File: config.mk
export PLATFORM = sky130hd
export DESIGN_NAME = seg7_capture
export DESIGN_NICKNAME = d
export VERILOG_FILES = /design/src/rtl/seg7_pkg.sv /design/src/rtl/seg7_font_inv.sv /design/src/rtl/seg7_capture.sv
export SDC_FILE = /design/constraint.sdc
export NUM_CORES = 1
export LEC_CHECK = 0
export ABC_AREA = 1
export CORE_MARGIN = 4
export CORE_UTILIZATION = 51
export CTS_BUF_LIST = sky130_fd_sc_hd__clkbuf_8
export CTS_CLUSTER_DIAMETER = 30
export DETAILED_ROUTE_END_ITERATION = 12
export GPL_ROUTABILITY_DRIVEN = 1
export PLACE_DENSITY = 0.89
export SLEW_MARGIN = 20
export SYNTH_ARGS = -nofsm -noshare
export SYNTH_HDL_FRONTEND = slang
export SYNTH_SLANG_ARGS = --single-unit
export TNS_END_PERCENT = 50
File: constraint.sdc
create_clock -name clk -period 1.72 [get_ports clk]
set_clock_uncertainty 0.15 [all_clocks]
set_input_delay 0.258 -clock clk [delete_from_list [all_inputs] [get_ports clk]]
set_output_delay 0.258 -clock clk [all_outputs]
set_load 0.005 [all_outputs]
File: src/rtl/seg7_pkg.sv
// Shared seven-segment definitions: font table, blank pattern, decode kinds,
// segment bit positions and output-register states.
package seg7_pkg;

    localparam int SEG_W = 7;

    // Segment bit positions on the active-high bus.
    typedef enum int unsigned {
        SEG_A = 0,
        SEG_B = 1,
        SEG_C = 2,
        SEG_D = 3,
        SEG_E = 4,
        SEG_F = 5,
        SEG_G = 6
    } seg7_seg_e;

    // Active-high g..a patterns, index = hex value (entry 15 listed first).
    localparam logic [15:0][SEG_W-1:0] SEG7_HEX = {
        7'h71, 7'h79, 7'h5E, 7'h39, 7'h7C, 7'h77, 7'h6F, 7'h7F,
        7'h07, 7'h7D, 7'h6D, 7'h66, 7'h4F, 7'h5B, 7'h06, 7'h3F
    };

    localparam logic [SEG_W-1:0] SEG7_BLANK = 7'h00;

    typedef enum logic [1:0] {
        KIND_DIGIT   = 2'd0,
        KIND_BLANK   = 2'd1,
        KIND_INVALID = 2'd2
    } seg7_kind_e;

    typedef enum logic {
        OUT_EMPTY = 1'b0,
        OUT_FULL  = 1'b1
    } seg7_out_state_e;

    // Bring a raw bus to active-high form.
    function automatic logic [SEG_W-1:0] seg7_normalise(input logic [SEG_W-1:0] seg,
                                                        input logic active_low);
        return active_low ? ~seg : seg;
    endfunction

endpackage

File: src/rtl/seg7_font_inv.sv
// Inverse font lookup: active-high segment pattern -> {kind, hex digit}.
module seg7_font_inv
    import seg7_pkg::*;
(
    input  logic [SEG_W-1:0] i_pattern,
    output seg7_kind_e       o_kind,
    output logic [3:0]       o_digit
);

    // Default to INVALID/0, then override on blank or any font match.
    always_comb begin
        o_kind  = KIND_INVALID;
        o_digit = 4'd0;
        if (i_pattern == SEG7_BLANK) begin
            o_kind = KIND_BLANK;
        end
        for (int i = 0; i < 16; i++) begin
            if (i_pattern == SEG7_HEX[i]) begin
                o_kind  = KIND_DIGIT;
                o_digit = 4'(i);
            end
        end
    end

endmodule

File: src/rtl/seg7_capture.sv
// Seven-segment capture: samples the segment bus, waits for a stable pattern,
// decodes it and offers each new stable pattern as a valid/ready event.
//
// state     | meaning
// ----------+----------------------------------------------
// OUT_EMPTY | no event held, out_valid low
// OUT_FULL  | event held in output register, out_valid high
module seg7_capture
    import seg7_pkg::*;
#(
    parameter int STABLE_CYCLES = 4,
    parameter bit ACTIVE_LOW    = 1'b1
) (
    input  logic             clk,
    input  logic             rst,
    input  logic [SEG_W-1:0] seg_i,
    output logic             out_valid,
    input  logic             out_ready,
    output logic [3:0]       out_digit,
    output logic [1:0]       out_kind,
    output logic [SEG_W-1:0] out_raw,
    output logic             overflow
);

    localparam int               CNT_W   = $clog2(STABLE_CYCLES + 1);
    localparam logic [CNT_W-1:0] CNT_MAX = CNT_W'(STABLE_CYCLES);
    localparam logic [CNT_W-1:0] CNT_ACC = CNT_W'(STABLE_CYCLES - 1);

    logic [SEG_W-1:0] w_seg_n;
    logic [SEG_W-1:0] r_seg_q;
    logic [SEG_W-1:0] r_cand;
    logic [CNT_W-1:0] r_cnt;
    logic [SEG_W-1:0] r_last_acc;
    logic             w_accept;
    logic             w_event;
    seg7_kind_e       w_kind;
    logic [3:0]       w_digit;
    seg7_out_state_e  r_state;
    seg7_out_state_e  w_state_nxt;
    logic             w_load;
    logic             w_drop;
    logic [3:0]       r_digit;
    seg7_kind_e       r_kind;
    logic [SEG_W-1:0] r_raw;
    logic             r_overflow;

    assign w_seg_n = seg7_normalise(seg_i, ACTIVE_LOW);

    // The accept strobe fires on the one cycle where the count is about to
    // reach its saturation value, so each stable run accepts exactly once.
    assign w_accept = (r_seg_q == r_cand) && (r_cnt == CNT_ACC);
    assign w_event  = w_accept && (r_cand != r_last_acc);

    seg7_font_inv u_font_inv (
        .i_pattern (r_cand),
        .o_kind    (w_kind),
        .o_digit   (w_digit)
    );

    // Input sampling and stability tracking.
    always_ff @(posedge clk) begin
        if (rst) begin
            r_seg_q <= '0;
            r_cand  <= '0;
            r_cnt   <= '0;
        end else begin
            r_seg_q <= w_seg_n;
            if (r_seg_q != r_cand) begin
                r_cand <= r_seg_q;
                r_cnt  <= CNT_W'(1);
            end else if (r_cnt < CNT_MAX) begin
                r_cnt <= r_cnt + CNT_W'(1);
            end
        end
    end

    // Last accepted pattern; updated on every new event, including dropped ones.
    always_ff @(posedge clk) begin
        if (rst) begin
            r_last_acc <= SEG7_BLANK;
        end else if (w_event) begin
            r_last_acc <= r_cand;
        end
    end

    // Output FSM state register.
    always_ff @(posedge clk) begin
        if (rst) begin
            r_state <= OUT_EMPTY;
        end else begin
            r_state <= w_state_nxt;
        end
    end

    // Output FSM next-state logic.
    always_comb begin
        w_state_nxt = r_state;
        case (r_state)
            OUT_EMPTY: if (w_event) w_state_nxt = OUT_FULL;
            OUT_FULL:  if (out_ready && !w_event) w_state_nxt = OUT_EMPTY;
            default:   w_state_nxt = OUT_EMPTY;
        endcase
    end

    // Output FSM outputs: valid flag plus load/drop decisions for this cycle.
    always_comb begin
        out_valid = (r_state == OUT_FULL);
        w_load    = w_event && ((r_state == OUT_EMPTY) || out_ready);
        w_drop    = w_event && (r_state == OUT_FULL) && !out_ready;
    end

    // Event payload; held unchanged until a new event is loaded.
    always_ff @(posedge clk) begin
        if (rst) begin
            r_digit <= 4'd0;
            r_kind  <= KIND_DIGIT;
            r_raw   <= '0;
        end else if (w_load) begin
            r_digit <= w_digit;
            r_kind  <= w_kind;
            r_raw   <= r_cand;
        end
    end

    // Sticky drop indicator, cleared only by reset.
    always_ff @(posedge clk) begin
        if (rst) begin
            r_overflow <= 1'b0;
        end else if (w_drop) begin
            r_overflow <= 1'b1;
        end
    end

    assign out_digit = r_digit;
    assign out_kind  = r_kind;
    assign out_raw   = r_raw;
    assign overflow  = r_overflow;

endmodule

==> results.md <==
* Status: finished clean
* Reg2reg start: r_cand[3]$_SDFFE_PP0P_
* Worst setup EP type: flop
* Slew @ Worst Pin at 0.432 ns
* Max-slew violations at 0
* First-pass GRT wire length at around 6500 µm
* DR WL/cell at 11.0 µm
* Largest net degree at the start of global routing at 26
* Crit path buf inv count at 2
* Final std cells w/o fill at ~360
* Worst r2r path cells at 11
* Cells after Synth at 273
* Total CTS buffers at 5
* Congestion Overflow GR at 0
* VDD IR-drop max at ~0.64 mV
* CTS Sinks at 39
* DRT antenna net count at 0
* I/O Buffers at 24
* Vias/cell at slightly below 5
* H-tree lvl count at 2
* Syn Area/Cell at about 6.9 µm²
* Post-route cell area at 2420 µm²
* CTS clk-pin slew, worst paths at ~0.07 ns
* FP Rows at 21
* Min Tclk post-route at ~1.7 ns
* RSZ-0062 raised after global routing: true
* First DRT Iteration DRCs at between 70 and 80
* Net Count, Synth at ~290
* # DRC at 0
* Synth warn at 0
* Crit path largest cell delay at ~0.37 ns
* WHS Endpoint: r_cand[5]$_SDFFE_PP0P_
* Post-Route WL at between 3000 and 4000 µm
* Leak pwr at 1.05 nW
* Synth top area cells: dfxtp_1, nand2_1, nor2_1, inv_1, o21ai_0
* Starting Density at 0.546
* RePlAce Congestion at 0.953
* Flop-to-flop setup slack at about 0.014 ns
* CP Max Fanout at 6
* Area leader, netlist: dfxtp_1
* Worst Path Required at 1.80 ns
* Power, Total at 1.87 mW
* CP Launch Type: flop
* Relative slew slack at 0.710
* CP arrival at around 1.8 ns
* CP delay by family, top: simple AND/OR/NAND/NOR gates
* Area Growth Syn to Fin at 28.9%
* Endpoints failing hold at 0
* Final setup vio count at 0
* Critical-path top delay cell: dfxtp_2
* FMAX at roughly 0.6 GHz
* Power density cells at approximately 770 nW/µm²
* IO Count at 25
* Hold crit path type: flop to flop
* Core Region at ~3400 µm²
* Hold path start: r_seg_q[5]$_SDFF_PP0_
* FILL cells at between 200 and 300
* Antenna violations before repair at 0
* Fin crit share at 0.992
* Share of layout cells above drive strength 1 at 0.232
* Worst path cell trace: inv_4, nand2_2, nand2_2, nor2_4, nand2_2, nor2_4, nand3_4, nor2_4, buf_4, nand2_1, a21oi_2
* Dpl cells at about 350
* Setup_tns at 0 ns
* Placed cell area at between 2000 and 2500 µm²
* Worst R2R End: out_raw[3]$_SDFFE_PP0P_
* Yosys cell types at 29
* Register area share after synthesis at 0.415
* Post-layout util at 0.704
* Drt first pass iters at 4
* Vias in the first global route at ~1600
* Nets@finish at 321
* Routed vias at approximately 1700
* Synth top area share at 0.415
* Hpwl dp at 2950 µm
* Total GRT Usage at 0.184
* TritonCTS clock tree: yes
* Longest Clk Path Bufs at 2
* Syn Std Cell Area at about 1900 µm²
* Die area at about 4700 µm²
* Max_cap viols at 0
* CTS root buf: clkbuf_8
* Hold Path Depth at 2
* Die height at between 60 and 70 µm
* Seq cells post-synth at 39
* Crit Path Class: flop to flop
* Worst skew pair latency at 0.29 ns
* Antenna Cells at 0
* DIE WIDTH at 68.7 µm
## power breakdown
part | total (mW) | switching (mW) | internal, mW
logic | 0.162 | 0.0903 | 0.0714
clock network | 0.771 | 0.302 | 0.469
registers | 0.936 | 0.0163 | 0.920
total | 1.87 | 0.409 | 1.46
## flip-flops by register name (all words and copies together), names as in the netlist
| signal | cells |
|---|---|
| out_valid | 1 |
| out_digit | 4 |
| out_raw | 7 |
| r_cand | 7 |
| r_cnt | 3 |
| out_kind | 2 |
| overflow | 1 |
| r_seg_q | 7 |
| r_last_acc | 7 |
## Yosys cell counts, drive strengths merged
cell type / number
a21oi: 19
dfxtp: 39
o21ai: 15
ha: 2
nor3b: 1
buf: 11
nand4: 3
o21a: 1
a211oi: 1
nand2: 82
nand3: 11
nor3: 3
clkbuf: 2
nor2: 47
xnor2: 2
inv: 32
xor2: 1
o22ai: 1
## cell usage in the layout, fill, tap and decap left out, types with 10 or more instances in the layout
master            n
nand2_1          72
nor2_1           42
dfxtp_1          28
inv_1            25
clkdlybuf4s50_1  24
buf_4            17
o21ai_0          11
a21oi_1          11
nand2_2          10
## cell families after synthesis
kind of cell | Yosys count | synth area share
xor gates and xnor gates | 3 | 0.0140
buffers and inverters | 45 | 0.110
and+or+nand+nor | 147 | 0.330
adders and majority gates | 2 | 0.0133
DFF | 39 | 0.415
AOI/OAI and AO/OA | 37 | 0.118
## per-stage QoR
| stage | setup slack, ns | hold WS [ns] |
|---|---|---|
| 2_1_floorplan | 0.0626 | 0.175 |
| 3_3_place_gp | 0.0469 | 0.276 |
| 3_5_place_dp | -0.0258 | 0.280 |
| 4_1_cts | -0.00518 | 0.284 |
| 5_1_grt | -0.125 | 0.308 |
| 6_report | 0.0140 | 0.282 |
## worst max-delay path by stage
stage / from / endpoint / slack, ns / cells past startpoint
floorplan: r_cand[0]$_SDFFE_PP0P_ / out_kind[1]$_SDFFE_PP0P_ / 0.06 / 13
finish: r_cand[3]$_SDFFE_PP0P_ / out_raw[3]$_SDFFE_PP0P_ / 0.01 / 11
global route: r_cand[3]$_SDFFE_PP0P_ / out_raw[6]$_SDFFE_PP0P_ / -0.12 / 11
CTS: r_cand[0]$_SDFFE_PP0P_ / out_digit[3]$_SDFFE_PP0P_ / -0.005 / 11
detailed placement: r_cand[5]$_SDFFE_PP0P_ / out_digit[1]$_SDFFE_PP0P_ / -0.03 / 11
global placement: r_cand[1]$_SDFFE_PP0P_ / out_digit[1]$_SDFFE_PP0P_ / 0.05 / 11
## timing repair
item	in CTS	in global routing
endpoints found under the setup margin	2	22
gates resized for setup	3	33
buffers inserted	0	3
hold buffers	0	0
pin swaps	0	7
## layer usage
metal / vias up / track usage / share of wire
met3: 9 / 0.0519 / 0.071
met2: 53 / 0.309 / 0.49
met1: 760 / 0.220 / 0.42
met5: - / 0 / 0
met4: 0 / 0.0754 / 0.017
li1: 917 / - / -
## worst reg2reg max path, delay by kind of cell (launching register included)
family | cells | cell delay, ns
and+or+nand+nor | 8 | 0.78
DFF | 1 | 0.37
buffers and inverters | 2 | 0.22
AOI/OAI and AO/OA | 1 | 0.12
## cell type report
class / instances / area [µm²] / share of cell area
Clock buffer: 6 / 82.6 / 0.0341
Clock inverter: 2 / 35.0 / 0.0145
Inverter: 32 / 130 / 0.0537
Multi-Input combinational cell: 189 / 937 / 0.387
Sequential cell: 39 / 802 / 0.331
Tap cell: 46 / 57.6 / 0.0237
Timing Repair Buffer: 42 / 379 / 0.156
Note: power is estimated with default switching activity, not from simulation.
